File: src/rtl/player_motion_ctrl_pkg.sv
// Shared types and default key assignments for the fighter motion controller.
package fighter_pkg;

  typedef enum logic {GROUND, AIR} mstate_t;

  // USB HID usage codes: player 0 uses A/D/W, player 1 uses J/L/I.
  localparam logic [7:0] KEY_A = 8'h04;
  localparam logic [7:0] KEY_D = 8'h07;
  localparam logic [7:0] KEY_W = 8'h1A;
  localparam logic [7:0] KEY_J = 8'h0D;
  localparam logic [7:0] KEY_L = 8'h0F;
  localparam logic [7:0] KEY_I = 8'h0C;

  typedef logic [9:0] coord_t;

endpackage

File: src/rtl/player_motion_ctrl_if.sv
// Keycode/frame inputs and per-player position outputs between the SoC side and the controller.
interface player_motion_ctrl_if #(
  parameter int N_PLAYERS = 2,
  parameter int N_KEYS    = 4,
  parameter int COORD_W   = 10
);
  logic                           frame_clk;
  logic [8*N_KEYS-1:0]            keycodes;
  logic [COORD_W*N_PLAYERS-1:0]   PlayerX;
  logic [COORD_W*N_PLAYERS-1:0]   PlayerY;
  logic [N_PLAYERS-1:0]           airborne;
  logic                           frame_tick;

  modport master (
    output frame_clk, keycodes,
    input  PlayerX, PlayerY, airborne, frame_tick
  );

  modport slave (
    input  frame_clk, keycodes,
    output PlayerX, PlayerY, airborne, frame_tick
  );
endinterface

File: src/rtl/player_axis.sv
// One fighter: GROUND/AIR jump FSM, signed vertical velocity, X/Y registers with screen clamping.
module player_axis
  import fighter_pkg::*;
#(
  parameter int                 COORD_W   = 10,
  parameter int                 X_MIN     = 0,
  parameter int                 X_MAX     = 600,
  parameter int                 GROUND_Y  = 400,
  parameter int                 WALK_STEP = 2,
  parameter int                 JUMP_V0   = 12,
  parameter int                 GRAVITY   = 1,
  parameter logic [COORD_W-1:0] START_X   = '0
) (
  input  logic               clk,
  input  logic               rst,
  input  logic               tick_i,
  input  logic               left_i,
  input  logic               right_i,
  input  logic               jump_i,
  input  logic               block_i,
  output logic [COORD_W-1:0] x_o,
  output logic [COORD_W-1:0] y_o,
  output logic [COORD_W-1:0] x_prop_o,
  output logic               airborne_o
);

  localparam int VW = COORD_W - 1;
  localparam int YW = COORD_W + 2;

  localparam logic signed [COORD_W:0] STEP_S = (COORD_W+1)'(WALK_STEP);
  localparam logic signed [COORD_W:0] XMIN_S = (COORD_W+1)'(X_MIN);
  localparam logic signed [COORD_W:0] XMAX_S = (COORD_W+1)'(X_MAX);
  localparam logic signed [YW-1:0]    GY_S   = YW'(GROUND_Y);
  localparam logic signed [VW-1:0]    V0_S   = VW'(JUMP_V0);
  localparam logic signed [VW-1:0]    GRAV_S = VW'(GRAVITY);

  mstate_t               state_q, state_d;
  logic [COORD_W-1:0]    x_q, x_d;
  logic [COORD_W-1:0]    y_q, y_d;
  logic signed [VW-1:0]  vy_q, vy_d;
  logic                  jprev_q, jprev_d;

  logic signed [COORD_W:0] x_ext, x_walk;
  logic signed [YW-1:0]    y_next;

  always_ff @(posedge clk or posedge rst) begin
    if (rst) begin
      state_q <= GROUND;
      x_q     <= START_X;
      y_q     <= COORD_W'(GROUND_Y);
      vy_q    <= '0;
      jprev_q <= 1'b0;
    end else begin
      state_q <= state_d;
      x_q     <= x_d;
      y_q     <= y_d;
      vy_q    <= vy_d;
      jprev_q <= jprev_d;
    end
  end

  // One extra bit keeps the step from wrapping past 0 or 2^COORD_W before clamping.
  always_comb begin
    x_ext  = signed'({1'b0, x_q});
    x_walk = x_ext;
    if (left_i && !right_i) begin
      x_walk = x_ext - STEP_S;
      if (x_walk < XMIN_S) x_walk = XMIN_S;
    end else if (right_i && !left_i) begin
      x_walk = x_ext + STEP_S;
      if (x_walk > XMAX_S) x_walk = XMAX_S;
    end
  end

  assign x_prop_o = x_walk[COORD_W-1:0];
  assign y_next   = signed'({2'b00, y_q}) - YW'(vy_q);

  always_comb begin
    state_d = state_q;
    x_d     = x_q;
    y_d     = y_q;
    vy_d    = vy_q;
    jprev_d = jprev_q;
    if (tick_i) begin
      jprev_d = jump_i;
      if (!block_i) x_d = x_prop_o;
      if (state_q == GROUND) begin
        if (jump_i && !jprev_q) begin
          state_d = AIR;
          vy_d    = V0_S;
        end
      end else begin
        if (y_next >= GY_S) begin
          state_d = GROUND;
          y_d     = COORD_W'(GROUND_Y);
          vy_d    = '0;
        end else if (y_next < 0) begin
          // Ceiling: pin to the top row and start falling from rest.
          y_d  = '0;
          vy_d = '0;
        end else begin
          y_d  = y_next[COORD_W-1:0];
          vy_d = vy_q - GRAV_S;
        end
      end
    end
  end

  assign x_o        = x_q;
  assign y_o        = y_q;
  assign airborne_o = (state_q == AIR);

endmodule

File: src/rtl/player_motion_ctrl.sv
// Frame-synchronised multi-player position controller: frame_clk sync, key decode, optional pushbox.
// Optional feature: define PLAYER_PUSHBOX_EN to cancel walks that bring fighters closer than MIN_SEP.
module player_motion_ctrl
  import fighter_pkg::*;
#(
  parameter int                           N_PLAYERS = 2,
  parameter int                           N_KEYS    = 4,
  parameter int                           COORD_W   = 10,
  parameter int                           X_MIN     = 0,
  parameter int                           X_MAX     = 600,
  parameter int                           GROUND_Y  = 400,
  parameter int                           WALK_STEP = 2,
  parameter int                           JUMP_V0   = 12,
  parameter int                           GRAVITY   = 1,
  parameter int                           MIN_SEP   = 48,
  parameter logic [24*N_PLAYERS-1:0]      KEYMAP    = {KEY_A, KEY_D, KEY_W, KEY_J, KEY_L, KEY_I},
  parameter logic [COORD_W*N_PLAYERS-1:0] START_X   = {10'd100, 10'd500}
) (
  input  logic                Clk,
  input  logic                Reset,
  player_motion_ctrl_if.slave bus
);

  logic [1:0]             fsync_q;
  logic                   fprev_q;
  logic                   tick;
  logic [N_PLAYERS-1:0]   key_l, key_r, key_j, block;
  logic [COORD_W-1:0]     x  [N_PLAYERS];
  logic [COORD_W-1:0]     y  [N_PLAYERS];
  logic [COORD_W-1:0]     xp [N_PLAYERS];
  logic [N_PLAYERS-1:0]   airb;
  logic [COORD_W*N_PLAYERS-1:0] px, py;

  always_ff @(posedge Clk or posedge Reset) begin
    if (Reset) begin
      fsync_q <= '0;
      fprev_q <= 1'b0;
    end else begin
      fsync_q <= {fsync_q[0], bus.frame_clk};
      fprev_q <= fsync_q[1];
    end
  end

  assign tick           = fsync_q[1] & ~fprev_q;
  assign bus.frame_tick = tick;

  always_comb begin
    key_l = '0;
    key_r = '0;
    key_j = '0;
    for (int p = 0; p < N_PLAYERS; p++) begin
      for (int k = 0; k < N_KEYS; k++) begin
        if (bus.keycodes[8*k +: 8] != 8'h00) begin
          if (bus.keycodes[8*k +: 8] == KEYMAP[24*(N_PLAYERS-1-p)+16 +: 8]) key_l[p] = 1'b1;
          if (bus.keycodes[8*k +: 8] == KEYMAP[24*(N_PLAYERS-1-p)+8  +: 8]) key_r[p] = 1'b1;
          if (bus.keycodes[8*k +: 8] == KEYMAP[24*(N_PLAYERS-1-p)    +: 8]) key_j[p] = 1'b1;
        end
      end
    end
  end

`ifdef PLAYER_PUSHBOX_EN
  function automatic logic [COORD_W-1:0] absdiff(input logic [COORD_W-1:0] a,
                                                 input logic [COORD_W-1:0] b);
    return (a > b) ? (a - b) : (b - a);
  endfunction

  // Both rules look only at this frame's old and proposed X, so no player order matters.
  always_comb begin
    block = '0;
    for (int i = 0; i < N_PLAYERS; i++) begin
      for (int j = 0; j < N_PLAYERS; j++) begin
        if (i != j) begin
          if ((absdiff(xp[i], x[j])  < COORD_W'(MIN_SEP)) ||
              (absdiff(xp[i], xp[j]) < COORD_W'(MIN_SEP)))
            block[i] = 1'b1;
        end
      end
    end
  end
`else
  logic unused_pushbox;
  always_comb begin
    block          = '0;
    unused_pushbox = (MIN_SEP < 0);
    for (int p = 0; p < N_PLAYERS; p++) unused_pushbox = unused_pushbox ^ (^xp[p]);
  end
`endif

  for (genvar p = 0; p < N_PLAYERS; p++) begin : g_player
    player_axis #(
      .COORD_W   (COORD_W),
      .X_MIN     (X_MIN),
      .X_MAX     (X_MAX),
      .GROUND_Y  (GROUND_Y),
      .WALK_STEP (WALK_STEP),
      .JUMP_V0   (JUMP_V0),
      .GRAVITY   (GRAVITY),
      .START_X   (START_X[COORD_W*(N_PLAYERS-1-p) +: COORD_W])
    ) u_axis (
      .clk        (Clk),
      .rst        (Reset),
      .tick_i     (tick),
      .left_i     (key_l[p]),
      .right_i    (key_r[p]),
      .jump_i     (key_j[p]),
      .block_i    (block[p]),
      .x_o        (x[p]),
      .y_o        (y[p]),
      .x_prop_o   (xp[p]),
      .airborne_o (airb[p])
    );
  end

  always_comb begin
    px = '0;
    py = '0;
    for (int p = 0; p < N_PLAYERS; p++) begin
      px[COORD_W*p +: COORD_W] = x[p];
      py[COORD_W*p +: COORD_W] = y[p];
    end
  end

  assign bus.PlayerX  = px;
  assign bus.PlayerY  = py;
  assign bus.airborne = airb;

endmodule

File: src/flat_wrapper.sv
// flat-port wrapper written by rule: the top's interface ports become plain ports
module player_motion_ctrl_flat import fighter_pkg::*;
#(
  parameter int                           N_PLAYERS = 2,
  parameter int                           N_KEYS    = 4,
  parameter int                           COORD_W   = 10,
  parameter int                           X_MIN     = 0,
  parameter int                           X_MAX     = 600,
  parameter int                           GROUND_Y  = 400,
  parameter int                           WALK_STEP = 2,
  parameter int                           JUMP_V0   = 12,
  parameter int                           GRAVITY   = 1,
  parameter int                           MIN_SEP   = 48,
  parameter logic [24*N_PLAYERS-1:0]      KEYMAP    = {KEY_A, KEY_D, KEY_W, KEY_J, KEY_L, KEY_I},
  parameter logic [COORD_W*N_PLAYERS-1:0] START_X   = {10'd100, 10'd500}
)
  (Clk, Reset, bus_frame_clk, bus_keycodes, bus_PlayerX, bus_PlayerY, bus_airborne, bus_frame_tick);
  player_motion_ctrl_if #(.N_PLAYERS(N_PLAYERS), .N_KEYS(N_KEYS), .COORD_W(COORD_W)) bus_i ();
  input  logic Clk;
  input  logic Reset;
  input wire logic [$bits(bus_i.frame_clk)-1:0] bus_frame_clk;
  input wire logic [$bits(bus_i.keycodes)-1:0] bus_keycodes;
  output wire logic [$bits(bus_i.PlayerX)-1:0] bus_PlayerX;
  output wire logic [$bits(bus_i.PlayerY)-1:0] bus_PlayerY;
  output wire logic [$bits(bus_i.airborne)-1:0] bus_airborne;
  output wire logic [$bits(bus_i.frame_tick)-1:0] bus_frame_tick;
  assign bus_i.frame_clk = bus_frame_clk;
  assign bus_i.keycodes = bus_keycodes;
  assign bus_PlayerX = bus_i.PlayerX;
  assign bus_PlayerY = bus_i.PlayerY;
  assign bus_airborne = bus_i.airborne;
  assign bus_frame_tick = bus_i.frame_tick;
  player_motion_ctrl #(.N_PLAYERS(N_PLAYERS), .N_KEYS(N_KEYS), .COORD_W(COORD_W), .X_MIN(X_MIN), .X_MAX(X_MAX), .GROUND_Y(GROUND_Y), .WALK_STEP(WALK_STEP), .JUMP_V0(JUMP_V0), .GRAVITY(GRAVITY), .MIN_SEP(MIN_SEP), .KEYMAP(KEYMAP), .START_X(START_X)) u_core (.Clk(Clk), .Reset(Reset), .bus(bus_i));
endmodule
File: config.mk
export PLATFORM = sky130hd
export DESIGN_NAME = player_motion_ctrl_flat
export DESIGN_NICKNAME = d
export VERILOG_FILES = /design/src/rtl/player_motion_ctrl_pkg.sv /design/src/rtl/player_motion_ctrl_if.sv /design/src/rtl/player_axis.sv /design/src/rtl/player_motion_ctrl.sv /design/src/flat_wrapper.sv
export SDC_FILE = /design/constraint.sdc
export NUM_CORES = 1
export LEC_CHECK = 0
export ABC_AREA = 1
export BUFFER_PORTS_ARGS = -buffer_cell sky130_fd_sc_hd__buf_2
export CAP_MARGIN = 15
export CORE_MARGIN = 1.5
export CORE_UTILIZATION = 58
export CTS_CLUSTER_SIZE = 28
export DETAILED_ROUTE_END_ITERATION = 8
export HOLD_SLACK_MARGIN = 0.15
export PLACE_DENSITY = 0.81
export RECOVER_POWER = 25
export SYNTH_ARGS = -nofsm -noshare
export SYNTH_HDL_FRONTEND = slang
export SYNTH_SLANG_ARGS = --single-unit
File: constraint.sdc
create_clock -name Clk -period 3.8 [get_ports Clk]
set_input_delay 0 -clock Clk [delete_from_list [all_inputs] [get_ports Clk]]
set_output_delay 0 -clock Clk [all_outputs]
set_load 0.03 [all_outputs]
# Word-level counts from Yosys, hierarchy flattened
# Cells that the tools add are included.
# word_totals
register_bits,65
input_bits,35
# classes
addsub,8
n_lt_le_gt_ge,8
eq_ne,24
n_mux,74
n_bitwise,2
n_reduce_logical,26
# op_table
cell,n
10-bit two-way mux,12
8-bit by 4-bit == test with 1-bit output (second input constant),12
9-bit two-way mux,8
8-bit by 3-bit == test with 1-bit output (second input constant),8
1-bit two-way mux,54
8-bit by 5-bit == test with 1-bit output (second input constant),4
8-bit nonzero test,4
12-bit by 10-bit greater-or-equal comparator with 1-bit output (second input constant),2
12-bit by 1-bit less-than comparator with 1-bit output (second input constant),2
11-bit by 9-bit subtractor with 12-bit output,2
10-bit by 2-bit adder with 11-bit output (second input constant),2
11-bit greater-than comparator (second input constant),2
11-bit by 1-bit less-than comparator with 1-bit output (second input constant),2
10-bit by 2-bit subtractor with 11-bit output (second input constant),2
9-bit by 2-bit subtractor with 9-bit output (second input constant),2
2-bit AND reduction,6
2-bit nonzero test,4
1-bit logical AND,6
1-bit logical NOT,6
1-bit AND,1
1-bit NOT,1

# Longest topological paths before layout
# Gate-level depths: netlist of run 1.
# depth
depth_word,13
ltp_mapped,18

# Cells and area by module
# From an unflattened synthesis of run 1, not the netlist that was laid out.
# unflattened
cells_unflattened,933
hier_area_um2,5889.4
# by_module_without_submodules
module,instances,cells_each,area_per_inst_um2,seq_area_each_um2
player_axis at u_core.g_player[1].u_axis,1,406,2650.0,787.0
player_axis at u_core.g_player[0].u_axis,1,406,2646.3,783.3
player_motion_ctrl,1,121,593.1,75.1

# Least setup slack after synthesis of run 1
# No wires, ideal clock.
# synth_timing
path_kind,reg-to-reg
start,register u_core.g_player[1].u_axis.y_q[0]
end,register u_core.g_player[1].u_axis.vy_q[1]
setup_time_ns,0.064
t_arrival_ns,2.194
path_slack_ns,1.542
path_stages_with_launch,17
n_path_buf,1
synth_period_minus_slack_ns,2.258
path_cell_list,dfrtp_1 inv_1 ha_1 inv_1 fa_1 nand3_1 nand2_1 nand2_1 nand2_1 nand2_1 nand2_1 nor2_1 nor2_1 a21oi_4 buf_8 nand3b_4 nand2_2
# synth_via
elab_chain_cells,5
word_cells_on_any_way,6
classes_between,add/sub: 1; order compare: 2; mux: 3
# synth_rtl
item,line,text
from (decl),player_axis.sv:39,"logic [COORD_W-1:0] y_q, y_d;"
from (signal assigned),player_axis.sv:50,y_q <= COORD_W'(GROUND_Y);
from (signal assigned),player_axis.sv:56,y_q <= y_d;
11-bit by 9-bit subtractor with 12-bit output (*),player_axis.sv:76,"assign y_next = signed'({2'b00, y_q}) - YW'(vy_q);"
12-bit by 1-bit less-than comparator with 1-bit output,player_axis.sv:97,end else if (y_next < 0) begin
9-bit two-way mux,player_axis.sv:97,
9-bit two-way mux (*),player_axis.sv:93,if (y_next >= GY_S) begin
9-bit two-way mux (*),player_axis.sv:87,if (state_q == GROUND) begin
to (signal assigned),player_axis.sv:57,vy_q <= vy_d;
to (decl),player_axis.sv:40,"logic signed [VW-1:0] vy_q, vy_d;"
# Every way passes the cells marked *; elsewhere a longest branch is shown, timed or not.
# A chain may end at the register's enable or synchronous reset.

# Worst setup path after layout of run 1
# layout_timing
start,register u_core.g_player[1].u_axis.y_q[0]
end,register u_core.g_player[1].u_axis.y_q[0]
# layout_via
elab_chain_cells,4
word_cells_on_any_way,5
classes_between,add/sub: 1; order compare: 2; mux: 2
# layout_rtl
item,line
11-bit by 9-bit subtractor with 12-bit output (*),player_axis.sv:76
12-bit by 1-bit less-than comparator with 1-bit output,player_axis.sv:97
10-bit two-way mux,player_axis.sv:97
10-bit two-way mux (*),player_axis.sv:93
# Marks and branches as above.

==> results of run 1 <==
layout make-up:
class / instances / area share
Multi-Input combinational cell: 612 / 0.544
Sequential cell: 63 / 0.258
Clock inverter: 3 / 0.00687
Timing Repair Buffer: 78 / 0.0631
Clock buffer: 13 / 0.0241
Tap cell: 129 / 0.0261
Inverter: 128 / 0.0780
registers in the layout, indices dropped and copies added, names as in the netlist:
| signal | flops |
|---|---|
| u_core.g_player.u_axis.vy_q | 18 |
| u_core.g_player.u_axis.y_o | 20 |
| u_core.g_player.u_axis.jprev_q | 2 |
| u_core.fprev_q | 1 |
| u_core.fsync_q | 2 |
| u_core.g_player.u_axis.x_o | 18 |
| u_core.g_player.u_axis.airborne_o | 2 |
metrics by stage:
stage	power [mW]	instances	setup slack (ns)	hold slack (ns)
after floorplan	4.50	812	1.54	0.0314
after global placement	5.17	1008	1.42	0.108
after detailed placement	5.26	1008	1.34	0.110
after CTS	5.89	1026	1.32	0.154
after global routing	6.48	1026	1.02	0.220
final	5.91	1026	1.32	0.167
power groups by stage:
| stage | Combinational, mW | Sequential, mW | Clock, mW |
|---|---|---|---|
| floorplan | 3.11 | 1.38 | 0 |
| global placement | 4.01 | 1.16 | 0 |
| detailed placement | 4.09 | 1.17 | 0 |
| CTS | 4.12 | 1.17 | 0.604 |
| global route | 4.65 | 1.20 | 0.628 |
| finish | 4.14 | 1.17 | 0.595 |
worst min-delay path: cells and delay by family:
| family | cells | cell delay, ns |
|---|---|---|
| AND/OR/NAND/NOR | 3 | 0.32 |
| buffers and inverters | 1 | 0.09 |
| AO/OA/AOI/OAI | 1 | 0.06 |
path summary, 6_finish.rpt:
kind / start / end / slack [ns]
min in group asynchronous: Reset / u_core.g_player[0].u_axis.x_o[1] / 0.49
max in group asynchronous: Reset / u_core.g_player[0].u_axis.y_o[7] / 2.19
max reg2reg: u_core.g_player[1].u_axis.y_o[0] / u_core.g_player[1].u_axis.y_o[0] / 1.32
min: bus_keycodes[12] / u_core.g_player[0].u_axis.jprev_q / 0.17
max: u_core.g_player[1].u_axis.y_o[0] / u_core.g_player[1].u_axis.y_o[0] / 1.32
min reg2reg: u_core.fsync_q[1] / u_core.fprev_q / 0.38
repair_timing:
item | CTS | global route
buffers inserted | 0 | 0
endpoints found under the hold margin | 27 | 0
hold buffers | 2 | 0
metal layers:
metal  global-route usage  part of all wire  vias up
li1                     -                 -     2764
met1                0.373              0.46     2532
met2                0.474              0.47      185
met3               0.0298             0.050       27
met4                0.108             0.021        0
met5                    0                 0        -
cell families (layout without fill, tap and decap cells):
logic type                 Yosys count  count (layout)  synth area share
and+or+nand+nor                    454             454             0.378
DFF                                 63              63             0.289
adders and majority gates           32              32            0.0752
muxes                                1               1           0.00204
AOI/OAI and AO/OA                   83              83            0.0902
buffers and inverters              137             222             0.100
other                                1               2          0.000679
xor gates and xnor gates            40              40            0.0648
cell usage in the layout, fill, tap and decap left out, types with 19 or more instances in the layout:
cell type	count
nand4_1	20
o21ai_0	27
nand2_1	234
a21oi_1	26
nor2_1	76
buf_2	65
ha_1	30
xor2_1	36
nor3_1	19
nand3_1	56
dfrtp_1	48
inv_1	120
==> metrics.yaml, run 1 <==
status:
  outcome: "finished, final reports clean"
clock_network:
  clock_tree.root_cell: "clkbuf_8"
  clock_h_tree_levels: 3
  cts_tree: "yes"
  cts.clk_slew.worst_paths_ns: 0.07
  numCtsBuffers: 9
  cts.sinks: 63
  cts-root-to-sink-buffers: 2
  insertion_delay_ns: 0.35
  postCtsResizedCells: 0
power:
  seq_power_share: 0.199
  clkPwrFrac: 0.101
  p_per_area_nw_per_um2: 955
  internal-power_mw: 2.60
  power.switching_mw: 3.31
  p_leak_nw: 3.37
  sw_frac_of_total: 0.560
  vdd_drop_max_mv: 0.544
  share_comb_of_total_power: 0.701
synthesis:
  yosys.area.top_type: "dfrtp_1"
  synth_seq_area_share: 0.289
  dominant_cell_by_count_in_the_synthesized_netlist: "nand2_1"
  yosys_most_used_dff: "dfrtp_1"
  async_reset_ff_frac: 1.00
  synth.cell_area_sq_um: 5520
  yosys_warnings: 0
  synth_cell_type_count: 53
  netlist_top_cells_count: "nand2_1 (234), inv_1 (120), nor2_1 (75)"
  share_of_the_synthesized_area_in_the_top_cell_type: 0.217
  synth_area_leaders: "dfrtp_1 (22%), nand2_1 (16%), inv_1 (8.2%), dfstp_2 (7.1%), ha_1 (6.8%)"
  avgSynthCellArea_sq_um: 6.81
  postSynthRegisterBits: 63
  synth_edf_count: 0
  post_synth_inst_count: 811
route:
  detail-route-antenna-nets: 0
  avgRoutedWirePerCell_um: 13.4
  routed_wire_length_um: 13700
  drt_pass_1_iters: 5
  detailedRoute.firstIterationViolations: 336
  remaining_drc_errors: 0
  post_drt_via_cell_ratio: 5.37
  detailroute.via_count: 5508
die:
  total_die_area_sq_um: 10100
  num_rows: 35
  fp.dieW_um: 101
  chipHeight_um: 101
  ioPinCount: 78
  core-area_sq_um: 9240
  start_util: 0.598
critical_path:
  crit_type: "flip-flop to flip-flop"
  critPathMostFrequentCell: "nand2_1"
  worst_path_dominant_cell_family: "simple AND/OR/NAND/NOR gates"
  critPathCaptureType: "flip-flop"
  timing.critical_path.fanout_max: 12
  required_time_of_the_critical_path_ns: 4.08
  worstSetupStartpointType: "flip-flop"
  critical_path.cell_chain: "inv_1 -> ha_1 -> inv_1 -> fa_1 -> nand3_1 -> nand2_1 -> nand2_1 -> nand2_1 -> nand2_1 -> nand2_1 -> inv_1 -> nand2_1 -> nand2_1 -> nand2_2 -> a21oi_4 -> nand3b_1 -> nand2_1"
  r2r.worst_path.cells: 17
  timing.critical_path.depth: 17
  timing.critical_path.slowest_cell_delay_ns: 0.42
  worstPathBufferInverterCount: 3
  timing.critical_path.arrival_ns: 2.76
  critical-path-slowest-cell: "a21oi_4"
final_layout:
  register_area_sq_um: 1600
  filler_cell_count: 804
  finished_cell_area_sq_um: 6190
  area_growth_pct: 12.1
  insertedDiodeCount: 0
  layout-drive-gt1-share: 0.157
  multiInputGateArea_sq_um: 3370
  nets: 959
  utilization_after_layout: 0.670
global_routing:
  initial_antenna_violation_count: 0
  grt_remaining_overflow: 0
  grt_max_degree: 38
  grt_pass1_wl_um: 23000
  first_global_vias: 5215
  globalRouteTotalUtil: 0.282
min_path:
  holdCritPathClass: "primary input to flip-flop"
  whs_path_depth: 5
timing:
  final_max_slew_viol_count: 0
  rsz0062_at_grt: "no"
  timing.fmax_ghz: 0.403
  worst_pin_slew_ns: 1.12
  fin_skew_ns: 0.0139
  min_period_over_period: 0.653
  finalSetupViolCount: 0
  setup_total_negative_slack_ns: 0
  finalWorstPathRequiredPeriod_ns: 2.48
  timing_hold_violations_final: 0
  max_slew_margin: 0.256
placed_design:
  gp_routability_congestion: 0.956
  port_buffers: 75
  dp_hpwl_um: 10600
  place_area_sq_um: 6000
run:
  max_cap_violations: 0
Power figures use the tool's default switching activity.
==> run 2: changes to the inputs <==
CORE_UTILIZATION = 53   (was 58)
PLACE_DENSITY = 0.78   (was 0.81)
clock period = 2.05 ns   (was 3.8 ns; I/O delays follow)
==> run 2 against run 1 <==
Effect of this change:
- the flow now finishes with violations (setup timing)
- sequential share of layout area decreased by 4.9 points
- critical endpoint is now u_core.g_player[0].u_axis.vy_q[0]
- fmax up 6.6%
- worst setup slack got worse by 1.6 ns
- largest cell class unchanged
- via count grew 11%
- clock power grew 100%
- worst hold slack improved by 0.0068 ns
- sequential cell count did not move
- sequential power rose by 85%
- design area grew 24%
==> metrics.yaml, run 2 (synthesis gave the netlist of run 1 again) <==
die:
  ioPinCount: 78  # unchanged
  num_rows: 37  # was 35
  core-area_sq_um: 10200  # was 9240 sq um
  chipHeight_um: 105  # was 101 um
  start_util: 0.540  # was 0.598
  fp.dieW_um: 105  # was 101 um
  total_die_area_sq_um: 11000  # was 10100 sq um
critical_path:
  worstPathBufferInverterCount: 4  # was 3
  worstSetupStartpointType: "flip-flop"  # unchanged
  worst_path_dominant_cell_family: "simple AND/OR/NAND/NOR gates"  # unchanged
  timing.critical_path.arrival_ns: 2.57  # was 2.76 ns
  required_time_of_the_critical_path_ns: 2.30  # was 4.08 ns
  critPathCaptureType: "flip-flop"  # unchanged
  critical_path.cell_chain: "inv_2 -> ha_4 -> inv_4 -> fa_2 -> nand3_2 -> nand2_2 -> nand2_2 -> buf_6 -> nand3_2 -> nand2_2 -> nor2_2 -> nor2_1 -> nand2_1 -> nand2_4 -> buf_4 -> nor2_4 -> nand2_1 -> nand2_1"  # was inv_1 -> ha_1 -> inv_1 -> fa_1 -> nand3_1 -> nand2_1 -> nand2_1 -> nand2_1 -> nand2_1 -> nand2_1 -> inv_1 -> nand2_1 -> nand2_1 -> nand2_2 -> a21oi_4 -> nand3b_1 -> nand2_1
  timing.critical_path.fanout_max: 8  # was 12
  crit_type: "flip-flop to flip-flop"  # unchanged
  timing.critical_path.slowest_cell_delay_ns: 0.41  # was 0.42 ns
  critical-path-slowest-cell: "dfrtp_2"  # was a21oi_4
global_routing:
  grt_remaining_overflow: 0  # unchanged
  grt_max_degree: 31  # was 38
  initial_antenna_violation_count: 0  # unchanged
  grt_pass1_wl_um: 24900  # was 23000 um
  first_global_vias: 5495  # was 5215
  globalRouteTotalUtil: 0.277  # was 0.282
power:
  vdd_drop_max_mv: 1.28  # was 0.544 mV
  p_leak_nw: 4.04  # was 3.37 nW
  p_per_area_nw_per_um2: 2010  # was 955 nW/um^2
status:
  violated_checks: "setup timing"
  outcome: "finished, violations left"  # was finished, final reports clean
clock_network:
  cts.clk_slew.worst_paths_ns: 0.07  # about the same
  clock_tree.root_cell: "clkbuf_8"  # unchanged
  cts.sinks: 63  # unchanged
  insertion_delay_ns: 0.36  # was 0.35 ns
  numCtsBuffers: 9  # unchanged
  clock_h_tree_levels: 3  # unchanged
  cts_tree: "yes"  # unchanged
  cts-root-to-sink-buffers: 2  # unchanged
route:
  detailedRoute.firstIterationViolations: 350  # was 336
  post_drt_via_cell_ratio: 5.31  # was 5.37
  routed_wire_length_um: 16200  # was 13700 um
  drt_pass_1_iters: 7  # was 5
  detail-route-antenna-nets: 0  # unchanged
  remaining_drc_errors: 0  # unchanged
  avgRoutedWirePerCell_um: 14.1  # was 13.4 um
  detailroute.via_count: 6093  # was 5508
timing:
  worst_pin_slew_ns: 1.27  # was 1.12 ns
  setup_ws_ns: -0.278  # was 1.32 ns
  min_period_over_period: 1.14  # was 0.653
  fin_skew_ns: 0.0121  # was 0.0139 ns
  timing_hold_violations_final: 0  # unchanged
  setup_total_negative_slack_ns: -7.05  # was 0 ns
  max_slew_margin: 0.149  # was 0.256
  rsz0062_at_grt: "yes"  # was no
  finalWorstPathRequiredPeriod_ns: 2.33  # was 2.48 ns
  finalSetupViolCount: 37  # was 0
  final_max_slew_viol_count: 0  # unchanged
  worst_hold_slack_ns: 0.173  # was 0.167 ns
  timing.fmax_ghz: 0.430  # was 0.403 GHz
placed_design:
  gp_routability_congestion: 0.910  # was 0.956
  dp_cells: 1109  # was 1008
  port_buffers: 75  # unchanged
  dp_hpwl_um: 11200  # was 10600 um
  dp_worst_setup_slack_ns: -0.185  # was 1.34 ns
final_layout:
  flip_flop_count_of_the_largest_register_all_copies_and_words_added: 20  # unchanged
  utilization_after_layout: 0.747  # was 0.670
  layout_commonest_cell: "nand2_1"  # unchanged
  layout-drive-gt1-share: 0.353  # was 0.157
  nets: 1073  # was 959
  area_growth_pct: 38.4  # was 12.1%
  insertedDiodeCount: 0  # unchanged
  filler_cell_count: 767  # was 804
  most-common-layout-cells: "nand2_1 (212), inv_1 (112), buf_4 (105), buf_2 (75), nor2_1 (66)"  # was nand2_1 (234), inv_1 (120), nor2_1 (76), buf_2 (65), nand3_1 (56)
  register_area_sq_um: 1600  # about the same
  multiInputGateArea_sq_um: 3860  # was 3370 sq um
  fin_cells: 1147  # was 1026
min_path:
  holdCritPathClass: "primary input to flip-flop"  # unchanged
run:
  max_cap_violations: 0  # unchanged
run 2: cell types whose count changed in the layout (fill, tap and decap cells not counted), moves of 7 or more:
cell | before | now
a21oi_1 | 26 | 18
a21oi_2 | 1 | 9
buf_2 | 65 | 75
buf_4 | 1 | 105
clkbuf_1 | 13 | 1
ha_1 | 30 | 12
ha_4 | 0 | 16
inv_1 | 120 | 112
nand2_1 | 234 | 212
nand2_2 | 10 | 28
nand3_1 | 56 | 42
nand3_2 | 11 | 25
nor2_1 | 76 | 66
nor2_2 | 2 | 9
run 2: per-layer routing:
| metal | share of wire | global-route usage | up-vias |
|---|---|---|---|
| li1 | - | - | 2990 |
| met1 | 0.44 | 0.387 | 2795 |
| met2 | 0.47 | 0.433 | 266 |
| met3 | 0.064 | 0.0299 | 42 |
| met4 | 0.026 | 0.120 | 0 |
| met5 | 0 | 0 | - |
run 2: path summary, 6_finish.rpt:
path	startpoint	to	slack (ns)	cells after the start
hold reg to reg	u_core.fsync_q[1]	u_core.fprev_q	0.39	0
setup reg to reg	u_core.g_player[0].u_axis.y_o[0]	u_core.g_player[0].u_axis.vy_q[0]	-0.28	18
min in group asynchronous	Reset	u_core.g_player[0].u_axis.y_o[2]	0.54	3
setup / recovery	u_core.g_player[0].u_axis.y_o[0]	u_core.g_player[0].u_axis.vy_q[0]	-0.28	18
max in group asynchronous	Reset	u_core.g_player[1].u_axis.x_o[2]	0.64	4
hold / removal	bus_keycodes[20]	u_core.g_player[1].u_axis.jprev_q	0.17	6
run 2: through the flow:
step                area (sq um)  power [mW]
floorplan                   5610        8.53
global placement            6820        11.6
detailed placement          6820        11.8
CTS                         7190        13.5
global route                7650        16.5
finish                      7650        15.4
run 2: area by class of cell:
type,count,area share
multi-input cells,612,0.504
clock inverters,6,0.0111
clock buffers,10,0.0167
well taps,136,0.0223
inverters,128,0.0638
repair buffers,192,0.173
flip-flops and latches,63,0.209
run 2: repair_timing:
action,4_1_cts,5_1_grt
gates cloned,0,1
endpoints found under the setup margin,37,55
pin swaps,17,47
buffers inserted,5,9
hold buffers,7,0
gates resized for setup,15,78
endpoints found under the hold margin,26,0
run 2: report_power, final:
group | internal [mW] | switching, mW | leakage, nW
combinational | 5.22 | 6.79 | 3.17
clock | 0.680 | 0.520 | 0.102
sequential | 1.73 | 0.439 | 0.766
total | 7.63 | 7.75 | 4.04
run 2: worst register-to-register path, cell delays in order (launching register included):
cell     delay (ns)
dfrtp_2        0.41
inv_2          0.07
ha_4           0.14
inv_4          0.04
fa_2           0.38
nand3_2        0.10
nand2_2        0.08
nand2_2        0.09
buf_6          0.10
nand3_2        0.05
nand2_2        0.09
nor2_2         0.04
nor2_1         0.13
nand2_1        0.11
nand2_4        0.13
buf_4          0.14
nor2_4         0.03
nand2_1        0.06
nand2_1        0.04
